===== src/rtl/etapa_decodificacion.sv =====
// Decode stage for the RV64 pipeline. It drives the register bank's read
// pointers and captures operands, bypassing a same-cycle writeback. It also
// builds the sign-extended immediate. A busy-bit scoreboard stalls
// read-after-write hazards until the producer writes back. Writeback traffic
// passes through combinationally to the bank's write port.
module etapa_decodificacion #(
  parameter  int N      = 32,
  parameter  int DATA_W = 64,
  localparam int PW     = $clog2(N)
) (
  input  logic              clk,
  input  logic              rst,
  input  logic              in_valid,
  output logic              in_ready,
  input  logic [31:0]       instr,
  output logic [PW-1:0]     ptr_rd_1,
  output logic [PW-1:0]     ptr_rd_2,
  input  logic [DATA_W-1:0] data_rd_1,
  input  logic [DATA_W-1:0] data_rd_2,
  input  logic              wb_valid,
  input  logic [PW-1:0]     wb_ptr,
  input  logic [DATA_W-1:0] wb_data,
  output logic [PW-1:0]     ptr_wr,
  output logic [DATA_W-1:0] data_wr,
  output logic              wr_en,
  output logic              out_valid,
  input  logic              out_ready,
  output logic [DATA_W-1:0] out_op1,
  output logic [DATA_W-1:0] out_op2,
  output logic [DATA_W-1:0] out_imm,
  output logic [PW-1:0]     out_rd,
  output logic [6:0]        out_opcode,
  output logic [2:0]        out_funct3,
  output logic              out_funct7_5,
  output logic              out_illegal
);

  typedef enum logic [2:0] {FMT_I, FMT_S, FMT_B, FMT_U, FMT_J, FMT_R, FMT_X} fmt_t;

  // Raw immediate as a signed 32-bit quantity, before widening.
  function automatic logic signed [31:0] imm32(input fmt_t f, input logic [31:0] i);
    case (f)
      FMT_I:   return {{20{i[31]}}, i[31:20]};
      FMT_S:   return {{20{i[31]}}, i[31:25], i[11:7]};
      FMT_B:   return {{19{i[31]}}, i[31], i[7], i[30:25], i[11:8], 1'b0};
      FMT_U:   return {i[31:12], 12'b0};
      FMT_J:   return {{11{i[31]}}, i[31], i[19:12], i[20], i[30:21], 1'b0};
      default: return 32'sd0;
    endcase
  endfunction

  function automatic logic signed [DATA_W-1:0] sext(input logic signed [31:0] v);
    return DATA_W'(v);
  endfunction

  // Unused sources and x0 read as zero; a same-cycle writeback beats the bank.
  function automatic logic signed [DATA_W-1:0] pick_operand(
    input logic used, input logic [PW-1:0] rs, input logic [DATA_W-1:0] bank,
    input logic byp_v, input logic [PW-1:0] byp_ptr, input logic [DATA_W-1:0] byp_data);
    if (!used || rs == '0)          return '0;
    if (byp_v && byp_ptr == rs)     return byp_data;
    return bank;
  endfunction

  fmt_t                      fmt;
  logic [PW-1:0]             rs1, rs2, rd;
  logic                      uses_rs1, uses_rs2, writes_rd, hazard, accept;
  logic                      byp1, byp2;
  logic signed [DATA_W-1:0]  op1_d, op2_d, imm_d;
  logic [N-1:0]              busy_q, busy_d;

  logic                      vld_p1;
  logic signed [DATA_W-1:0]  op1_p1, op2_p1, imm_p1;
  logic [PW-1:0]             rd_p1;
  logic [6:0]                opcode_p1;
  logic [2:0]                funct3_p1;
  logic                      funct7_5_p1, illegal_p1;

  assign rs1      = instr[19:15];
  assign rs2      = instr[24:20];
  assign rd       = instr[11:7];
  assign ptr_rd_1 = rs1;
  assign ptr_rd_2 = rs2;

  assign ptr_wr   = wb_ptr;
  assign data_wr  = wb_data;
  assign wr_en    = wb_valid;

  // Classify the opcode into an instruction format.
  always_comb begin
    fmt = FMT_X;
    case (instr[6:0])
      7'b0010011, 7'b0011011, 7'b0000011, 7'b1100111: fmt = FMT_I;
      7'b0100011:                                     fmt = FMT_S;
      7'b1100011:                                     fmt = FMT_B;
      7'b0110111, 7'b0010111:                         fmt = FMT_U;
      7'b1101111:                                     fmt = FMT_J;
      7'b0110011, 7'b0111011:                         fmt = FMT_R;
      default:                                        fmt = FMT_X;
    endcase
  end

  assign uses_rs1  = (fmt == FMT_I) || (fmt == FMT_S) || (fmt == FMT_B) || (fmt == FMT_R);
  assign uses_rs2  = (fmt == FMT_S) || (fmt == FMT_B) || (fmt == FMT_R);
  assign writes_rd = ((fmt == FMT_I) || (fmt == FMT_U) || (fmt == FMT_J) || (fmt == FMT_R))
                     && (rd != '0);

  // A pending writeback to the very register we wait on clears the hazard now.
  assign byp1   = wb_valid && (wb_ptr == rs1);
  assign byp2   = wb_valid && (wb_ptr == rs2);
  assign hazard = (uses_rs1 && busy_q[rs1] && !byp1) || (uses_rs2 && busy_q[rs2] && !byp2);

  assign in_ready = (!vld_p1 || out_ready) && !(in_valid && hazard) && !rst;
  assign accept   = in_valid && in_ready;

  assign op1_d = pick_operand(uses_rs1, rs1, data_rd_1, wb_valid, wb_ptr, wb_data);
  assign op2_d = pick_operand(uses_rs2, rs2, data_rd_2, wb_valid, wb_ptr, wb_data);
  assign imm_d = sext(imm32(fmt, instr));

  // Scoreboard update: clear on writeback, then set on accept so set wins.
  always_comb begin
    busy_d = busy_q;
    if (wb_valid)             busy_d[wb_ptr] = 1'b0;
    if (accept && writes_rd)  busy_d[rd]     = 1'b1;
    busy_d[0] = 1'b0;
  end

  // Scoreboard register.
  always_ff @(posedge clk or posedge rst) begin
    if (rst) busy_q <= '0;
    else     busy_q <= busy_d;
  end

  // ---- stage p1: decoded instruction held for execute ----
  always_ff @(posedge clk or posedge rst) begin
    if (rst) begin
      vld_p1      <= 1'b0;
      op1_p1      <= '0;
      op2_p1      <= '0;
      imm_p1      <= '0;
      rd_p1       <= '0;
      opcode_p1   <= '0;
      funct3_p1   <= '0;
      funct7_5_p1 <= 1'b0;
      illegal_p1  <= 1'b0;
    end else if (accept) begin
      vld_p1      <= 1'b1;
      op1_p1      <= op1_d;
      op2_p1      <= op2_d;
      imm_p1      <= imm_d;
      rd_p1       <= writes_rd ? rd : '0;
      opcode_p1   <= instr[6:0];
      funct3_p1   <= instr[14:12];
      funct7_5_p1 <= instr[30];
      illegal_p1  <= (fmt == FMT_X);
    end else if (out_ready) begin
      vld_p1      <= 1'b0;
    end
  end

  assign out_valid    = vld_p1;
  assign out_op1      = op1_p1;
  assign out_op2      = op2_p1;
  assign out_imm      = imm_p1;
  assign out_rd       = rd_p1;
  assign out_opcode   = opcode_p1;
  assign out_funct3   = funct3_p1;
  assign out_funct7_5 = funct7_5_p1;
  assign out_illegal  = illegal_p1;

endmodule


===== config.mk =====
export PLATFORM = sky130hd
export DESIGN_NAME = etapa_decodificacion
export DESIGN_NICKNAME = d
export VERILOG_FILES = /design/src/rtl/etapa_decodificacion.sv
export SDC_FILE = /design/constraint.sdc
export NUM_CORES = 1
export LEC_CHECK = 0
export BUFFER_PORTS_ARGS = -buffer_cell sky130_fd_sc_hd__buf_2
export CORE_AREA = 5 5 202 204
export CTS_CLUSTER_SIZE = 14
export DETAILED_ROUTE_END_ITERATION = 10
export DIE_AREA = 0 0 207 209
export PLACE_DENSITY = 0.54
export SYNTH_ARGS = -nofsm -noshare
export SYNTH_HDL_FRONTEND = slang
export SYNTH_SLANG_ARGS = --single-unit
export TNS_END_PERCENT = 20

===== constraint.sdc =====
create_clock -name clk -period 7.4 [get_ports clk]
set_clock_uncertainty 0.05 [all_clocks]
set_input_delay 1.48 -clock clk [delete_from_list [all_inputs] [get_ports clk]]
set_output_delay 1.48 -clock clk [all_outputs]
set_load 0.02 [all_outputs]

; Yosys cells after proc, flatten, opt, wreduce, memory -nomap -nowiden
; Index checks and enable logic that the tools add are counted.
; W data, S select, Z words.
[op_classes]
reduce_logical = 41
order_cmp = 6
n_mux = 29
bitwise_logic = 3
eq_ne = 19
[op_table]
columns = op, count
row1 = $mux W64, 8
row2 = $pmux W32 S5, 1
row3 = $mux W32, 2
row4 = $and A32 B32 Y32, 1
row5 = $not A32 Y32, 1
row6 = $or A32 B32 Y32, 1
row7 = $eq A7 B6 Y1 const B, 4
row8 = $lt A5 B6 Y1 const B, 4
row9 = $eq A7 B5 Y1 const B, 3
row10 = $eq A7 B7 Y1 const B, 3
row11 = $pmux W3 S6, 1
row12 = $logic_and A1 B1 Y1, 14
row13 = $logic_or A1 B1 Y1, 12
row14 = $mux W1, 12
row15 = $bmux W1 S5, 2
row16 = $demux W1 S5, 2
row17 = $eq A5 B5 Y1, 2
row18 = $ge A5 B1 Y1 const B, 2
row19 = $logic_not A5 Y1, 2
row20 = $eq A3 B3 Y1 const B, 3
row21 = $eq A7 B2 Y1 const B, 1
row22 = $logic_not A1 Y1, 7
row23 = $eq A3 B2 Y1 const B, 2
row24 = $mux W5, 1
row25 = 6 further kinds, 7
[word_totals]
output_inout_bits = 291
ff_bits = 209
input_bits = 234

; Longest topological paths before layout
; Gate-level depths: netlist of run 1.
[logic_depth]
word_depth = 17
ltp_mapped = 12
mapped_depth_nobuf = 6

; Worst setup path after synthesis of run 1
; Ideal clock, no wire load.
[synth_path]
path_type = input to output
start = input port rst
end = output port in_ready
n_path_buf = 0
path_stages = 3
t_required_ns = 5.870
setup_slack_ns = -0.868
t_arrival_ns = 6.738
path_cell_list = inv_1 > o21a_1 > a21boi_0
[synth_between]
elab_chain_len = 2
[synth_rtl]
columns = item, line
row1 = start: declaration, 12  ; input logic rst,
row2 = $logic_not A1 Y1 (no source line), n/a
row3 = $logic_and A1 B1 Y1, 113  ; assign in_ready = (!vld_p1 || out_ready) && !(in_valid && hazard) && !rst;
row4 = end: declaration, 14  ; output logic in_ready,
; Every way passes these cells.

; Final worst setup path of run 1
[layout_path]
start = input port instr[15]
end = output port in_ready
[layout_between]
elab_chain_len = 9
[layout_rtl]
columns = item, line
row1 = start: declaration, 15  ; input logic [31:0] instr,
row2 = $bmux W1 S5 / $eq A5 B5 Y1 (equally long branches), "111, 109"
row3 = $mux W1 (not written as such) / $logic_and A1 B1 Y1 (equally long branches), "111, 109"
row4 = $logic_and A1 B1 Y1 / $logic_not A1 Y1 (equally long branches), 111  ; assign hazard = (uses_rs1 && busy_q[rs1] && !byp1) || (uses_rs2 && busy_q[rs2] && !byp2);
row5 = $logic_and A1 B1 Y1 *, 111
row6 = $logic_or A1 B1 Y1 *, 111
row7 = $logic_and A1 B1 Y1 *, 113
row8 = $logic_not A1 Y1 *, 113
row9 = $logic_and A1 B1 Y1 * (2 in a row), 113
; Every way passes the cells marked *; elsewhere a longest branch is shown, timed or not. The select of a mux whose other input is x is not followed.

==> results of run 1 <==
==> worst max-delay path by stage <==
stage	start	endpoint	depth (start not counted)
floorplan	rst	in_ready	3
global placement	instr[15]	in_ready	8
detailed placement	instr[15]	in_ready	8
CTS	instr[15]	in_ready	8
global route	instr[20]	in_ready	8
finish	instr[15]	in_ready	8
==> cells in the mapped netlist, types with 11 or more instances <==
library cell	n
mux2_2	26
dfrtp_1	209
o2bb2ai_2	60
o2bb2ai_1	74
clkbuf_1	31
mux2i_1	155
a21oi_1	25
nand2_1	30
buf_6	12
nor2_1	18
buf_4	117
nand3_1	18
buf_2	22
o21ai_0	44
inv_1	32
o31ai_1	20
mux4_2	11
==> metal layers <==
metal  global-route usage, %  wire length [um]  vias up
li1                        -                 -     4363
met1                    24.9             18500     4671
met2                    32.5             21300      434
met3                    4.28              2790       65
met4                    5.15              1100        2
met5                       0                13        -
==> sequential cells by signal, summed over array words and instances (netlist names) <==
register      count
out_rd            5
out_valid         1
out_funct3        3
busy_q           31
out_op1          64
out_opcode        7
out_funct7_5      1
out_imm          32
out_op2          64
out_illegal       1
==> power by group through the flow <==
| stage | Combinational (mW) | Clock [mW] | Sequential [mW] |
|---|---|---|---|
| 6_report | 0.484 | 1.31 | 1.22 |
| 5_1_grt | 0.523 | 1.41 | 1.22 |
| 4_1_cts | 0.491 | 1.36 | 1.22 |
| 3_5_place_dp | 0.491 | 0 | 1.24 |
| 3_3_place_gp | 0.488 | 0 | 1.24 |
| 2_1_floorplan | 0.274 | 0 | 1.28 |
==> cell families after synthesis <==
kind of cell           count (synthesis)
AO/OA/AOI/OAI                        252
XOR/XNOR                              10
buffers and inverters                220
flip-flops                           209
multiplexers                         194
AND/OR/NAND/NOR                      117
==> layout make-up <==
cell class | instances | area share [%]
flip-flops and latches | 209 | 35.4
multi-input cells | 573 | 34.9
repair buffers | 532 | 18.3
clock buffers | 37 | 5.30
well taps | 525 | 4.45
inverters | 32 | 0.838
clock inverters | 11 | 0.737
diodes | 3 | 0.0508
==> cell usage in the layout (no fill, tap or decap), drive strengths merged, types with 6 or more instances in the layout <==
cell type | Yosys | routed
nand3 | 19 | 19
o2bb2ai | 134 | 134
nor3 | 6 | 6
clkinv | 0 | 9
dfrtp | 209 | 209
nor2 | 18 | 18
xor2 | 8 | 8
clkbuf | 31 | 37
mux4 | 11 | 11
buf | 157 | 532
a21oi | 25 | 25
o41ai | 10 | 10
o21ai | 46 | 46
mux2 | 28 | 28
nand2 | 30 | 30
o31ai | 20 | 20
inv | 32 | 31
mux2i | 155 | 155
==> reports/qor.csv, run 1 <==
stage;metric;value;unit
cells_and_area;nets;1608;
clocking;cts_buffer_depth;3;
setup_path;critPathKind;input port to output port;
logic_synthesis;synthMuxAreaShare;17.9;%
logic_synthesis;synth_area_leaders;dfrtp_1, mux2i_1, o2bb2ai_2, buf_4, o2bb2ai_1;
floorplanning;core;39100;um2
setup_path;timing.critical_path.mode_cell;buf_2;
power_and_ir_drop;pwr-share-comb;16.1;%
sta;rsz0062_at_grt;no;
sta;final.period_utilization;74.4;%
setup_path;reg2regPathDepth;7;
route;vias_per_cell;4.96;
setup_path;end_kind;output port;
cells_and_area;seq_area;5230;um2
floorplanning;dieWidth;207;um
cells_and_area;fillCellCount;3938;
power_and_ir_drop;sw_frac_of_total;28.1;%
sta;slew_headroom;7.00;%
setup_path;regToRegSetupSlack;3.47;ns
setup_path;critPathBufInv;2;
logic_synthesis;synthXorXnorAreaFrac;0.742;%
power_and_ir_drop;pwr-share-seq;40.4;%
setup_path;crit_path_top_delay_cell;mux4_2;
logic_synthesis;synth_compound_area_share;19.3;%
power_and_ir_drop;pwr-share-clk;43.5;%
logic_synthesis;synth_top_area_share;44.3;%
global_routing;grt_usage;19.2;%
placed_design;dp_hpwl;32.6;mm
clocking;cts_root_buf;clkbuf_16;
sta;finalHoldViolations;0;
power_and_ir_drop;internal-power;2.17;mW
floorplanning;die_y;209;um
floorplanning;ios;525;
route;ant_nets;0;
logic_synthesis;synth_top_cell_by_area;dfrtp_1;
worst_hold_path;hold_class;flop to flop;
placed_design;place_ws;1.87;ns
power_and_ir_drop;finalPower;3.01;mW
logic_synthesis;synth_nets;1236;
clocking;clk_pin_slew;0.06;ns
worst_hold_path;holdPathEnd;out_op2[56];
setup_path;cp_data_arrival_time;3.97;ns
setup_path;worstPathRequired;5.87;ns
power_and_ir_drop;powerDensity;204;nW/um2
logic_synthesis;synth-seq-area-share;44.3;%
cells_and_area;syn_to_final_growth;25.2;%
global_routing;grt_pass1_wl;65.3;mm
logic_synthesis;ys_ff_latch;209;
placed_design;numPlacedInstances;1871;
logic_synthesis;synth.distinct_cells;52;
placed_design;portBuffers;524;
sta;setup_viol;0;
route;route.detailed.drc;0;
setup_path;r2r_start;busy_q[29];
route;dr.first_iter.drc_count;583;
sta;fin_setup_tns;0;ns
global_routing;antenna_found_initial;11;
clocking;cts_buffers;26;
setup_path;cp_cell_sequence;buf_2, mux4_2, and3_1, o41ai_1, a211o_1, nand2_1, a21boi_0, buf_2;
sta;timing.final.ws_setup;1.90;ns
logic_synthesis;syn_inst;1002;
cells_and_area;multi_input_area;5160;um2
logic_synthesis;yosysWarningCount;0;
power_and_ir_drop;switchingPower;846;uW
logic_synthesis;synthAdderAreaFrac;0;%
global_routing;grt_pass1_vias;9790;
route;vias;9535;
route;wire_per_inst;22.7;um
global_routing;grt_max_degree;173;
logic_synthesis;synth_top_family_by_area;compound AO/OA/AOI/OAI gates;
setup_path;max_stage_delay;0.53;ns
route;first_pass_iters;5;
cells_and_area;drive_above_1_share;49.1;%
route;routed_wl;43.6;mm
logic_synthesis;async_flop_share;100;%
sta;holdWs;0.430;ns
sta;finalWorstPathRequiredPeriod;5.50;ns
logic_synthesis;synth_edf_count;0;
sta;tightest_slew;1.40;ns
setup_path;critPathMaxFanout;13;
clocking;htreeDepth;1;
floorplanning;dieArea;43300;um2
global_routing;grt_overflow;0;
cells_and_area;stdcell_count;1922;
logic_synthesis;synthSimpleGateAreaFrac;5.38;%
clocking;clk_latency;0.54;ns
clocking;cts_hold_buf;0;
floorplanning;initial_core_util;30.2;%
setup_path;cp-start-kind;input port;
power_and_ir_drop;p_leak;7.12;nW
clocking;cts_tree;yes;
setup_path;cp_top_family;compound AO/OA/AOI/OAI gates;
worst_hold_path;min_from;out_op2[56];
cells_and_area;fin_area;14800;um2
logic_synthesis;synth_area;11800;um2
setup_path;r2r_end;out_op1[63];
sta;clock.fmax;0.182;GHz
power_and_ir_drop;vdd_drop_max;0.138;mV
clocking;cts_resized;0;
floorplanning;rows;73;
flow_run;maxCapViolations;0;
placed_design;placed_area;13900;um2
run_status;status;completed;
placed_design;place.gp.congestion;0.955;
logic_synthesis;yosys_most_used_dff;dfrtp_1;
cells_and_area;fin_util;37.8;%
clocking;post_cts_buffers;0;
sta;final-max-slew-violation-count;0;
logic_synthesis;avgSynthCellArea;11.8;um2
clocking;cts.sinks;209;
worst_hold_path;worstHoldPathCells;1;
(Power assumes the default switching activity.)
==> run 2: changes to the inputs <==
--- a/config.mk
+++ b/config.mk
@@ -6,11 +6,11 @@
 export NUM_CORES = 1
 export LEC_CHECK = 0
 export BUFFER_PORTS_ARGS = -buffer_cell sky130_fd_sc_hd__buf_2
-export CORE_AREA = 5 5 202 204
+export CORE_AREA = 5 5 199 201
 export CTS_CLUSTER_SIZE = 14
 export DETAILED_ROUTE_END_ITERATION = 10
-export DIE_AREA = 0 0 207 209
-export PLACE_DENSITY = 0.54
+export DIE_AREA = 0 0 204 206
+export PLACE_DENSITY = 0.53
 export SYNTH_ARGS = -nofsm -noshare
 export SYNTH_HDL_FRONTEND = slang
 export SYNTH_SLANG_ARGS = --single-unit
==> constraint.sdc (replaced) <==
create_clock -name clk -period 5.6 [get_ports clk]
set_clock_uncertainty 0.05 [all_clocks]
set_input_delay 1.12 -clock clk [delete_from_list [all_inputs] [get_ports clk]]
set_output_delay 1.12 -clock clk [all_outputs]
set_load 0.02 [all_outputs]
==> run 2 against run 1 <==
Compared with the run above:
- non-clock buffer count up 6
- sequential cell count unchanged
- setup slack worse by 1.1 ns
- clock power up 34%
- hold slack worse by 0.0018 ns
- critical path depth unchanged
- wire length up 4.3%
- power up 33%
- final cell count down 0.47%
==> reports/qor.csv, run 2 (synthesis results as in run 1) <==
stage;metric;value;unit;change
placed_design;place.gp.congestion;0.883;;was 0.955
setup_path;cp-start-kind;input port;;unchanged
clocking;post_cts_buffers;0;;unchanged
floorplanning;dieArea;42000;um2;was 43,300 um2
global_routing;grt_overflow;0;;unchanged
floorplanning;core;37400;um2;was 39,100 um2
cells_and_area;stdcell_count;1913;;was 1,922
sta;clock.fmax;0.208;GHz;
sta;tightest_slew;0.978;ns;was 1.40 ns
power_and_ir_drop;powerDensity;270;nW/um2;was 204 nW/um2
setup_path;end_kind;output port;;unchanged
setup_path;cp_data_arrival_time;3.64;ns;was 3.97 ns
clocking;htreeDepth;1;;unchanged
clocking;cts_resized;0;;unchanged
placed_design;dp_hpwl;34.8;mm;was 32.6 mm
placed_design;numPlacedInstances;1863;;was 1,871
power_and_ir_drop;finalPower;4.01;mW;was 3.01 mW
floorplanning;initial_core_util;31.6;%;was 30.2%
global_routing;grt_pass1_vias;9662;;was 9,790
power_and_ir_drop;pwr-share-comb;16.5;%;was 16.1%
clocking;cts_buffers;25;;was 26
route;vias;9613;;was 9,535
clocking;clk_pin_slew;0.06;ns;about the same
setup_path;critPathMaxFanout;11;;was 13
global_routing;antenna_found_initial;11;;unchanged
route;first_pass_iters;6;;was 5
power_and_ir_drop;switchingPower;1.10;mW;was 846 uW
clocking;clk_latency;0.52;ns;was 0.54 ns
clocking;cts.sinks;209;;unchanged
clocking;cts_tree;yes;;unchanged
cells_and_area;seq_area;5230;um2;unchanged
run_status;status;completed;;unchanged
route;ant_nets;0;;unchanged
global_routing;grt_usage;20.2;%;was 19.2%
flow_run;maxCapViolations;0;;unchanged
sta;rsz0062_at_grt;no;;unchanged
power_and_ir_drop;pwr-share-seq;40.0;%;was 40.4%
power_and_ir_drop;pwr-share-clk;43.5;%;about the same
clocking;cts_root_buf;clkbuf_16;;unchanged
placed_design;portBuffers;524;;unchanged
route;vias_per_cell;5.03;;was 4.96
worst_hold_path;hold_class;flop to flop;;unchanged
sta;finalHoldViolations;0;;unchanged
power_and_ir_drop;sw_frac_of_total;27.4;%;was 28.1%
route;dr.first_iter.drc_count;742;;was 583
cells_and_area;fillCellCount;3688;;was 3,938
power_and_ir_drop;p_leak;7.19;nW;was 7.12 nW
cells_and_area;mostFrequentLayoutCells;buf_2, dfrtp_1, mux2i_1;;unchanged
sta;finalWorstPathRequiredPeriod;4.81;ns;
route;routed_wl;45.5;mm;was 43.6 mm
cells_and_area;multi_input_area;5220;um2;was 5160 um2
floorplanning;die_y;206;um;was 209 um
cells_and_area;layout_commonest_cell;buf_2;;unchanged
floorplanning;ios;525;;unchanged
setup_path;worstPathRequired;4.43;ns;was 5.87 ns
cells_and_area;nets;1613;;was 1,608
sta;setup_viol;0;;unchanged
global_routing;grt_max_degree;87;;was 173
route;route.detailed.drc;0;;unchanged
clocking;cts_hold_buf;0;;unchanged
cells_and_area;syn_to_final_growth;26.1;%;was 25.2%
setup_path;critPathKind;input port to output port;;unchanged
power_and_ir_drop;internal-power;2.91;mW;was 2.17 mW
global_routing;grt_pass1_wl;65.1;mm;was 65.3 mm
cells_and_area;drive_above_1_share;49.2;%;was 49.1%
floorplanning;rows;71;;was 73
floorplanning;dieWidth;204;um;was 207 um
power_and_ir_drop;vdd_drop_max;0.201;mV;was 0.138 mV
route;wire_per_inst;23.8;um;was 22.7 um
sta;slew_headroom;34.4;%;was 7.00%
clocking;cts_buffer_depth;3;;unchanged
sta;final-max-slew-violation-count;0;;unchanged
sta;final.period_utilization;86.0;%;
run 2: cell count changes in the layout (fill, tap and decap cells not counted), moves of 4 or more:
cell,delta
diode_2,+4
buf_4,+4
mux2_2,-10
mux2_4,+12
clkinv_2,-7
run 2: path summary, 6_finish.rpt:
check                           slack (ns)     endpoint         from  cells past startpoint
min in group asynchronous             0.45  out_illegal          rst                      2
worst min-delay path                  0.43  out_op1[59]  out_op1[59]                      1
worst max-delay path                  0.79     in_ready    instr[17]                      8
max in group asynchronous             3.06  out_op1[15]          rst                      4
worst min register to register        0.43  out_op1[59]  out_op1[59]                      1
worst max register to register        2.07   busy_q[22]   busy_q[29]                      7
run 2: area by class of cell:
cell class | count | share of cell area (%)
sequential | 209 | 35.1
multi-input combinational | 573 | 35.0
timing repair buffer | 538 | 18.7
clock buffer | 37 | 5.04
tap | 511 | 4.29
clock inverter | 6 | 0.891
inverter | 32 | 0.832
antenna | 7 | 0.118
run 2: worst max-delay path, cell delays in order:
cell and delay (ns):
buf_2 0.27, mux4_2 0.54, and3b_1 0.20, o41ai_1 0.40, a211o_1 0.36, nand2_1 0.28, a21boi_4 0.21, buf_2 0.25
run 2: per-layer routing:
metal  track usage [%]  up-vias  part of all wire, %
li1                  -     4379                    -
met3              4.46       69                  7.1
met1              25.8     4795                   40
met4              6.48        4                  3.4
met2              34.1      366                   50
met5                 0        -                0.059
run 2: through the flow:
step / cell area (um2) / worst slack (ns) / setup TNS [ns] / util, % / hold slack, ns
2_1_floorplan: 11900 / -0.228 / -0.319 / - / 0.430
3_3_place_gp: 14000 / 0.827 / 0 / 37.4 / 0.417
3_5_place_dp: 14000 / 0.768 / 0 / 37.4 / 0.418
4_1_cts: 14900 / 0.744 / 0 / 39.8 / 0.435
5_1_grt: 14900 / 0.573 / 0 / 39.8 / 0.445
6_report: 14900 / 0.786 / 0 / 39.8 / 0.428
run 2: power by group through the flow:
stage | Sequential, mW | Combinational (mW) | Clock [mW]
finish | 1.61 | 0.661 | 1.75
floorplan | 1.70 | 0.374 | 0
detailed placement | 1.63 | 0.668 | 0
global route | 1.61 | 0.710 | 1.85
global placement | 1.63 | 0.667 | 0
CTS | 1.61 | 0.669 | 1.80
